## src/rtl/obstacle_filter.sv

```systemverilog
// -----------------------------------------------------------------------------
// obstacle_filter
//
// Smooths the centimetre distance stream from the ultrasonic ranging stage and
// turns it into a debounced stop request for the motor-control logic.
//
//   dist_in/dist_vld -> power-of-two moving average -> dist_avg/avg_vld
//   dist_avg/avg_vld -> hysteresis + hold-count FSM -> stop
//
// Optional feature (macro OBST_TIMEOUT_EN): if no sample arrives for
// TIMEOUT_CYC cycles, fault is raised and the FSM is forced to HALT. Without
// the macro there is no timeout counter and fault is tied low.
//
// Strobe semantics: dist_vld and avg_vld are single-cycle qualifiers with no
// back-pressure. Data is meaningful only in a cycle where its strobe is high,
// and strobes may be high on consecutive cycles (one sample per clock).
//
// Ports:
//   clk        in   1      rising-edge clock
//   rst        in   1      synchronous active-high reset
//   dist_in    in   WIDTH  distance sample in cm (unsigned)
//   dist_vld   in   1      strobe qualifying dist_in
//   dist_avg   out  WIDTH  registered moving average
//   avg_vld    out  1      strobe qualifying dist_avg
//   stop       out  1      obstacle / fail-safe stop request
//   fault      out  1      sample timeout flag
//   state_dbg  out  2      current FSM state (0 WARMUP, 1 HALT, 2 RUN)
// -----------------------------------------------------------------------------
module obstacle_filter #(
    parameter int WIDTH       = 20,
    parameter int AVG_LOG2    = 2,
    parameter int STOP_CM     = 40,
    parameter int CLEAR_CM    = 50,
    parameter int HOLD_CNT    = 3,
    parameter int TIMEOUT_CYC = 20000000
) (
    input  logic             clk,
    input  logic             rst,
    input  logic [WIDTH-1:0] dist_in,
    input  logic             dist_vld,
    output logic [WIDTH-1:0] dist_avg,
    output logic             avg_vld,
    output logic             stop,
    output logic             fault,
    output logic [1:0]       state_dbg
);

    localparam int N      = 1 << AVG_LOG2;
    localparam int SUM_W  = WIDTH + AVG_LOG2;
    localparam int FILL_W = AVG_LOG2 + 1;
    localparam int HC_W   = (HOLD_CNT > 1) ? $clog2(HOLD_CNT) : 1;

    localparam logic [WIDTH-1:0]  STOP_V  = WIDTH'(STOP_CM);
    localparam logic [WIDTH-1:0]  CLEAR_V = WIDTH'(CLEAR_CM);
    localparam logic [FILL_W-1:0] FULL_V  = FILL_W'(N);
    localparam logic [HC_W-1:0]   HC_LAST = HC_W'(HOLD_CNT - 1);

    typedef enum logic [1:0] {
        S_WARMUP = 2'd0,
        S_HALT   = 2'd1,
        S_RUN    = 2'd2
    } state_t;

    // ------------------------------------------------------------------
    // Moving average
    // ------------------------------------------------------------------
    logic [WIDTH-1:0]    ring [N];
    logic [SUM_W-1:0]    sum;
    logic [AVG_LOG2-1:0] wr_ptr;
    logic [FILL_W-1:0]   fill;
    // Marks that the sum was updated on the previous edge, so the average
    // is registered exactly one edge after the sample.
    logic                smp_pend;

    always_ff @(posedge clk) begin
        if (rst) begin
            for (int i = 0; i < N; i++) begin
                ring[i] <= '0;
            end
            sum      <= '0;
            wr_ptr   <= '0;
            fill     <= '0;
            smp_pend <= 1'b0;
            dist_avg <= '0;
            avg_vld  <= 1'b0;
        end else begin
            smp_pend <= dist_vld;
            if (dist_vld) begin
                // Subtract the entry being overwritten; the sum is always
                // the exact total of the N ring entries, so it cannot
                // overflow SUM_W bits.
                sum          <= sum + SUM_W'(dist_in) - SUM_W'(ring[wr_ptr]);
                ring[wr_ptr] <= dist_in;
                wr_ptr       <= wr_ptr + 1'b1;
                if (fill != FULL_V) begin
                    fill <= fill + 1'b1;
                end
            end
            // fill already includes the sample that produced this sum.
            avg_vld <= smp_pend && (fill == FULL_V);
            if (smp_pend && (fill == FULL_V)) begin
                dist_avg <= sum[AVG_LOG2 +: WIDTH];
            end
        end
    end

    // ------------------------------------------------------------------
    // Sample timeout
    // ------------------------------------------------------------------
    logic force_halt;

`ifdef OBST_TIMEOUT_EN
    localparam int TO_W = $clog2(TIMEOUT_CYC + 1);
    localparam logic [TO_W-1:0] TO_LAST = TO_W'(TIMEOUT_CYC - 1);

    logic [TO_W-1:0] to_cnt;
    logic            fault_q;
    logic            to_hit;

    // A sample arriving in the terminal cycle wins: no fault is raised.
    assign to_hit = !dist_vld && (to_cnt == TO_LAST);

    always_ff @(posedge clk) begin
        if (rst) begin
            to_cnt  <= '0;
            fault_q <= 1'b0;
        end else begin
            if (dist_vld) begin
                to_cnt <= '0;
            end else if (to_cnt != TO_LAST) begin
                // Parks at the terminal count while samples stay absent.
                to_cnt <= to_cnt + 1'b1;
            end

            if (dist_vld) begin
                fault_q <= 1'b0;
            end else if (to_hit) begin
                fault_q <= 1'b1;
            end
        end
    end

    // HALT is entered on the same edge fault rises, and held while it stays.
    assign force_halt = to_hit || fault_q;
    assign fault      = fault_q;
`else
    assign force_halt = 1'b0;
    assign fault      = 1'b0;
`endif

    // ------------------------------------------------------------------
    // Hysteresis / debounce FSM
    // ------------------------------------------------------------------
    state_t          state, state_n;
    logic [HC_W-1:0] hc, hc_n;

    always_ff @(posedge clk) begin
        if (rst) begin
            state <= S_WARMUP;
            hc    <= '0;
        end else begin
            state <= state_n;
            hc    <= hc_n;
        end
    end

    always_comb begin
        state_n = state;
        hc_n    = hc;
        if (force_halt) begin
            state_n = S_HALT;
            hc_n    = '0;
        end else if (avg_vld) begin
            case (state)
                // The first average leaves WARMUP and is judged as in HALT.
                S_WARMUP, S_HALT: begin
                    state_n = S_HALT;
                    if (dist_avg >= CLEAR_V) begin
                        if (hc == HC_LAST) begin
                            state_n = S_RUN;
                            hc_n    = '0;
                        end else begin
                            hc_n = hc + 1'b1;
                        end
                    end else begin
                        hc_n = '0;
                    end
                end
                S_RUN: begin
                    if (dist_avg < STOP_V) begin
                        if (hc == HC_LAST) begin
                            state_n = S_HALT;
                            hc_n    = '0;
                        end else begin
                            hc_n = hc + 1'b1;
                        end
                    end else begin
                        hc_n = '0;
                    end
                end
                default: begin
                    state_n = S_HALT;
                    hc_n    = '0;
                end
            endcase
        end
    end

    assign stop      = (state != S_RUN);
    assign state_dbg = state;

endmodule

```

## config.mk

```make
export PLATFORM = sky130hd
export DESIGN_NAME = obstacle_filter
export DESIGN_NICKNAME = d
export VERILOG_FILES = /design/src/rtl/obstacle_filter.sv
export SDC_FILE = /design/constraint.sdc
export NUM_CORES = 1
export LEC_CHECK = 0
export CORE_MARGIN = 4
export CORE_UTILIZATION = 40
export DETAILED_ROUTE_END_ITERATION = 10
export PLACE_DENSITY = 0.56
export REMOVE_ABC_BUFFERS = 1
export SLEW_MARGIN = 0
export SYNTH_ARGS = -nofsm -noshare
export SYNTH_HDL_FRONTEND = slang
export SYNTH_SLANG_ARGS = --single-unit
```

## constraint.sdc

```tcl
create_clock -name clk -period 7.95 [get_ports clk]
set_input_delay 0.795 -clock clk [delete_from_list [all_inputs] [get_ports clk]]
set_output_delay 0.795 -clock clk [all_outputs]
set_load 0.005 [all_outputs]
```

[After elaboration in Yosys (flattened, before gate mapping)]
Memories as Yosys holds them, arrays and structs flattened. A register that Yosys moved wholly into a read port is not among the register bits.
Cells that the tools add are included.
Cells by class
  equality and inequality tests: 8
  add/subtract/negate cells: 5
  muxes and demuxes: 19
  order comparisons: 2
  reduce and logical (&&, ||, !) cells: 6
Operators with widths (number)
  adder 22 x 20 -> 22 bit: 1
  subtractor 22 x 20 -> 22 bit: 1
  greater-or-equal comparator 20 x 6 -> 1 bit, second input constant: 1
  < comparator 20 x 6 -> 1 bit, second input constant: 1
  2-to-1 mux 2 bit: 10
  2-to-1 mux 20 bit: 1
  OR reduction 20 bit: 1
  case mux 2 bit (2 select lines): 2
  2-to-1 mux 1 bit: 6
  != test 2 bit, second input constant: 3
  adder 2 x 1 -> 2 bit, second input constant: 2
  equality test 2 bit, second input constant: 2
  adder 3 x 1 -> 3 bit, second input constant: 1
  equality test 3 bit, second input constant: 1
  != test 3 bit, second input constant: 1
  AND reduction 3 bit: 1
  equality test 2 x 1 -> 1 bit, second input constant: 1
  logical NOT 2 bit: 1
  AND reduction 2 bit: 1
  OR reduction 2 bit: 1
  logical AND 1 bit: 1
Storage, ports and cells
  output and inout port bits: 25
  bits in registers: 53
  input bits: 23
  memories kept: 1
  logic and storage cells: 49
  RAM bits: 80
Memory list
  ring: depth 4, bits a word 20, read ports 1, clocked after Yosys merged registers in 1, wr ports 4, line 67  | logic [WIDTH-1:0] ring [N];

[Longest topological paths before layout]
  depth after elaboration: 5
  gate-level depth with buffers: 13
  mapped depth without buffers: 12

[Worst setup path after synthesis]
OpenSTA, ideal clock, no wires.
  kind: reg-to-reg
  start point: reg with a tool-made name
  end point: reg sum[19]
  setup time: 117 ps
  buffers on the path: 1
  clock period less this slack: 3314 ps
  required time: 7833 ps
  arrival time: 3197 ps
  path slack: 4636 ps
  stages on the path, launching flop included: 12
  path through: dfxtp_1 -> buf_2 -> mux4_2 -> fa_1 -> inv_1 -> ha_1 -> a21o_1 -> o21bai_4 -> a21bo_1 -> a21o_1 -> or3_1 -> a32o_1
RTL lines
  end signal, assigned: line 92  | sum <= sum + SUM_W'(dist_in) - SUM_W'(ring[wr_ptr]);
  end, declared: line 68  | logic [SUM_W-1:0] sum;

==> results.cfg <==
[setup_path]
cp_common_cell = a21o_1
crit_path_max_fanout = 20
path_cells = mux4_2, fa_1, inv_1, ha_1, a21o_1, a21oi_1, a21bo_1, a21o_1, or3_1, a32o_1
start_kind = flip-flop
cp_slowest_cell = dfxtp_1
arrival_ps = 4320
crit_buf_inv = 1
path_delay_family = compound AO/OA/AOI/OAI gates
crit_required_ps = 8260
cpPeakStageDelay_ps = 1050
path_class = reg2reg
worst_setup_path_end_kind = flip-flop

[grt]
grt_max_degree = 67
first_global_vias = 5434
antenna_found_initial = 0
grt_pass1_wl_microns = 28800
grt_overflow = 0
grt_usage = 0.182

[sta]
timing.final.ws_setup_ps = 3940
final.period_utilization = 0.505
hold_viol = 0
rsz0062_at_grt = no
setup_tns_ps = 0
slew_headroom = 0.268
setup_viol_count_final = 0
period_minus_slack_ps = 4010
worstMarginPinSlew_ps = 1100
drv_slew = 0
skew_ps = 9.20
max_freq_mhz = 249

[power_and_ir_drop]
combPwrFrac = 0.405
p_int_mw = 1.73
power_mw = 2.76
ir_drop_mv = 0.183
p_per_area_nw_per_um2 = 320
clock_power_share = 0.274
pwr-share-seq = 0.321
power_leakage_nw = 3.35
swShare = 0.371
p_switching_mw = 1.02

[die]
ios = 48
start_util = 0.409
dieArea_sq_um = 20700
rows = 49
die_h_microns = 144
die_w_microns = 144
core_area_sq_um = 18100

[logic_synthesis]
syn_area_sq_um = 7400
synth-warning-count = 0
synth_edf_count = 80
avgSynthCellArea_sq_um = 10.4
seq_area_frac_synth = 0.474
synth_ff_type = edfxtp_1
syn-instance-count = 710
ys_ff_latch = 135
synth.distinct_cells = 73
async_flop_share = 0

[final_layout]
multi_input_area_sq_um = 3400
drive_gt1_frac = 0.104
regArea_sq_um = 3500
area_growth_pct = 16.5
insertedDiodeCount = 0
nets = 814
layout.cells.non_filler = 987
nFillCells = 1655

[clock_network]
cts_hold_buf = 0
cts_buffer_depth = 2
root_buffer = clkbuf_16
htreeDepth = 4
cts_tree = done
cts.sink_count = 135
cts_buffers = 17
cts_setup_buffers = 0
cts.reportedPaths.clkPinSlew_ps = 60
clkLatencyLatePin_ps = 420
cts_resized = 0

[run]
max-cap-violations = 0

[routing]
wl_microns = 17700
postRouteAntennaNets = 0
first_pass_iters = 5
drtIter0Drc = 325
via_per_inst = 5.38
drc_errors = 0
num_vias = 5308
wl_per_cell_microns = 18.0

[placement]
port_buffers = 46
hpwl_microns = 12300
post-place-ws_ps = 3960
gp_congestion = 0.889
place_inst = 957

[hold_path]
hp-class = reg2reg

[outcome]
status = finished, final reports clean
path summary, 6_finish.rpt:
path                      end   startpoint  slack [ps]  cells after the start
setup / recovery      sum[19]    flip-flop        3940                     10
setup reg to reg      sum[19]    flip-flop        3940                     10
hold reg to reg   dist_avg[0]  dist_avg[0]         450                      2
hold / removal    dist_avg[0]  dist_avg[0]         450                      2
metrics by stage:
step | hold slack, ps | instance area (sq um) | utilization
2_1_floorplan | 426 | 7210 | -
5_1_grt | 477 | 8620 | 0.477
3_3_place_gp | 445 | 8040 | 0.444
6_report | 454 | 8620 | 0.477
3_5_place_dp | 454 | 8060 | 0.446
4_1_cts | 461 | 8620 | 0.477
per-layer routing:
metal | up-vias | track usage | share of wire
met5 | - | 0 | 0
met2 | 135 | 0.289 | 0.46
met3 | 30 | 0.0364 | 0.041
met1 | 2579 | 0.249 | 0.47
li1 | 2564 | - | -
met4 | 0 | 0.0654 | 0.023
cell usage after synthesis, drive strengths merged (2+ instances only):
master,number,area share
a21bo,2,0.0027
a211oi,6,0.0068
a2111oi,2,0.0024
a32o,3,0.0041
o21ai,21,0.015
nand4,6,0.0051
mux2i,5,0.0068
fa,20,0.054
and3,4,0.0041
or2,3,0.0025
ha,24,0.041
a31o,2,0.0024
xor2,2,0.0024
and2,47,0.040
nor4,26,0.022
nor3,16,0.012
a2bb2oi,2,0.0024
nand4b,2,0.0024
nand2,62,0.031
xnor2,6,0.0071
a21o,7,0.0071
a21oi,44,0.031
nor2,55,0.028
or3,4,0.0034
o211ai,5,0.0058
or4b,2,0.0027
nand3,6,0.0041
o22ai,2,0.0017
inv,88,0.045
o311ai,4,0.0047
dfxtp,55,0.15
mux4,20,0.061
nand2b,3,0.0025
nor2b,2,0.0027
o21a,7,0.0071
clkbuf,27,0.018
a31oi,4,0.0034
o21bai,4,0.0056
edfxtp,80,0.32
buf,11,0.0069
nor3b,3,0.0030
final cells by class:
class / count / area share
Timing Repair Buffer: 56 / 0.0624
Tap cell: 229 / 0.0332
Clock inverter: 12 / 0.0152
Inverter: 89 / 0.0388
Sequential cell: 135 / 0.406
Clock buffer: 18 / 0.0498
Multi-Input combinational cell: 448 / 0.394
sequential cells by signal (all words and copies together), names as in the netlist, named ones only:
| name | count |
|---|---|
| fill | 3 |
| state_dbg | 2 |
| wr_ptr | 2 |
| hc | 2 |
| sum | 22 |
| ring | 80 |
| dist_avg | 20 |
| smp_pend | 1 |
| avg_vld | 1 |
cells by family (layout without fill, tap and decap cells):
group,Yosys count,after routing,share of synthesized area
adder cells (fa/ha/maj),44,44,0.0947
other,1,1,0.000507
AND/OR/NAND/NOR,245,245,0.170
flip-flops,135,135,0.474
XOR/XNOR,8,8,0.00947
buffers and inverters,127,175,0.0699
multiplexers,26,26,0.0692
AO/OA/AOI/OAI,124,124,0.113
worst register-to-register path: stages, from the launching register on:
cell,delay (ps)
dfxtp_1,1050
mux4_2,430
fa_1,490
inv_1,50
ha_1,430
a21o_1,250
a21oi_1,220
a21bo_1,250
a21o_1,180
or3_1,300
a32o_1,250
power groups by stage:
stage | logic, mW | clock network [mW] | registers [mW]
2_1_floorplan | 0.839 | 0 | 0.876
3_3_place_gp | 1.10 | 0 | 0.894
3_5_place_dp | 1.11 | 0 | 0.897
4_1_cts | 1.11 | 0.769 | 0.883
5_1_grt | 1.27 | 0.798 | 0.892
6_report | 1.12 | 0.755 | 0.884
cell usage in the layout (no fill, tap or decap), types with 19 or more instances in the layout:
master and count:
and2_1 46, nand2_1 62, inv_1 88, mux4_2 20, edfxtp_1 80, dfxtp_1 55
o21ai_0 19, nor2_1 55, fa_1 20, a21oi_1 43, ha_1 24, nor4_1 26
clkdlybuf4s50_1 45
No activity file was read; power rests on OpenSTA's default activity.
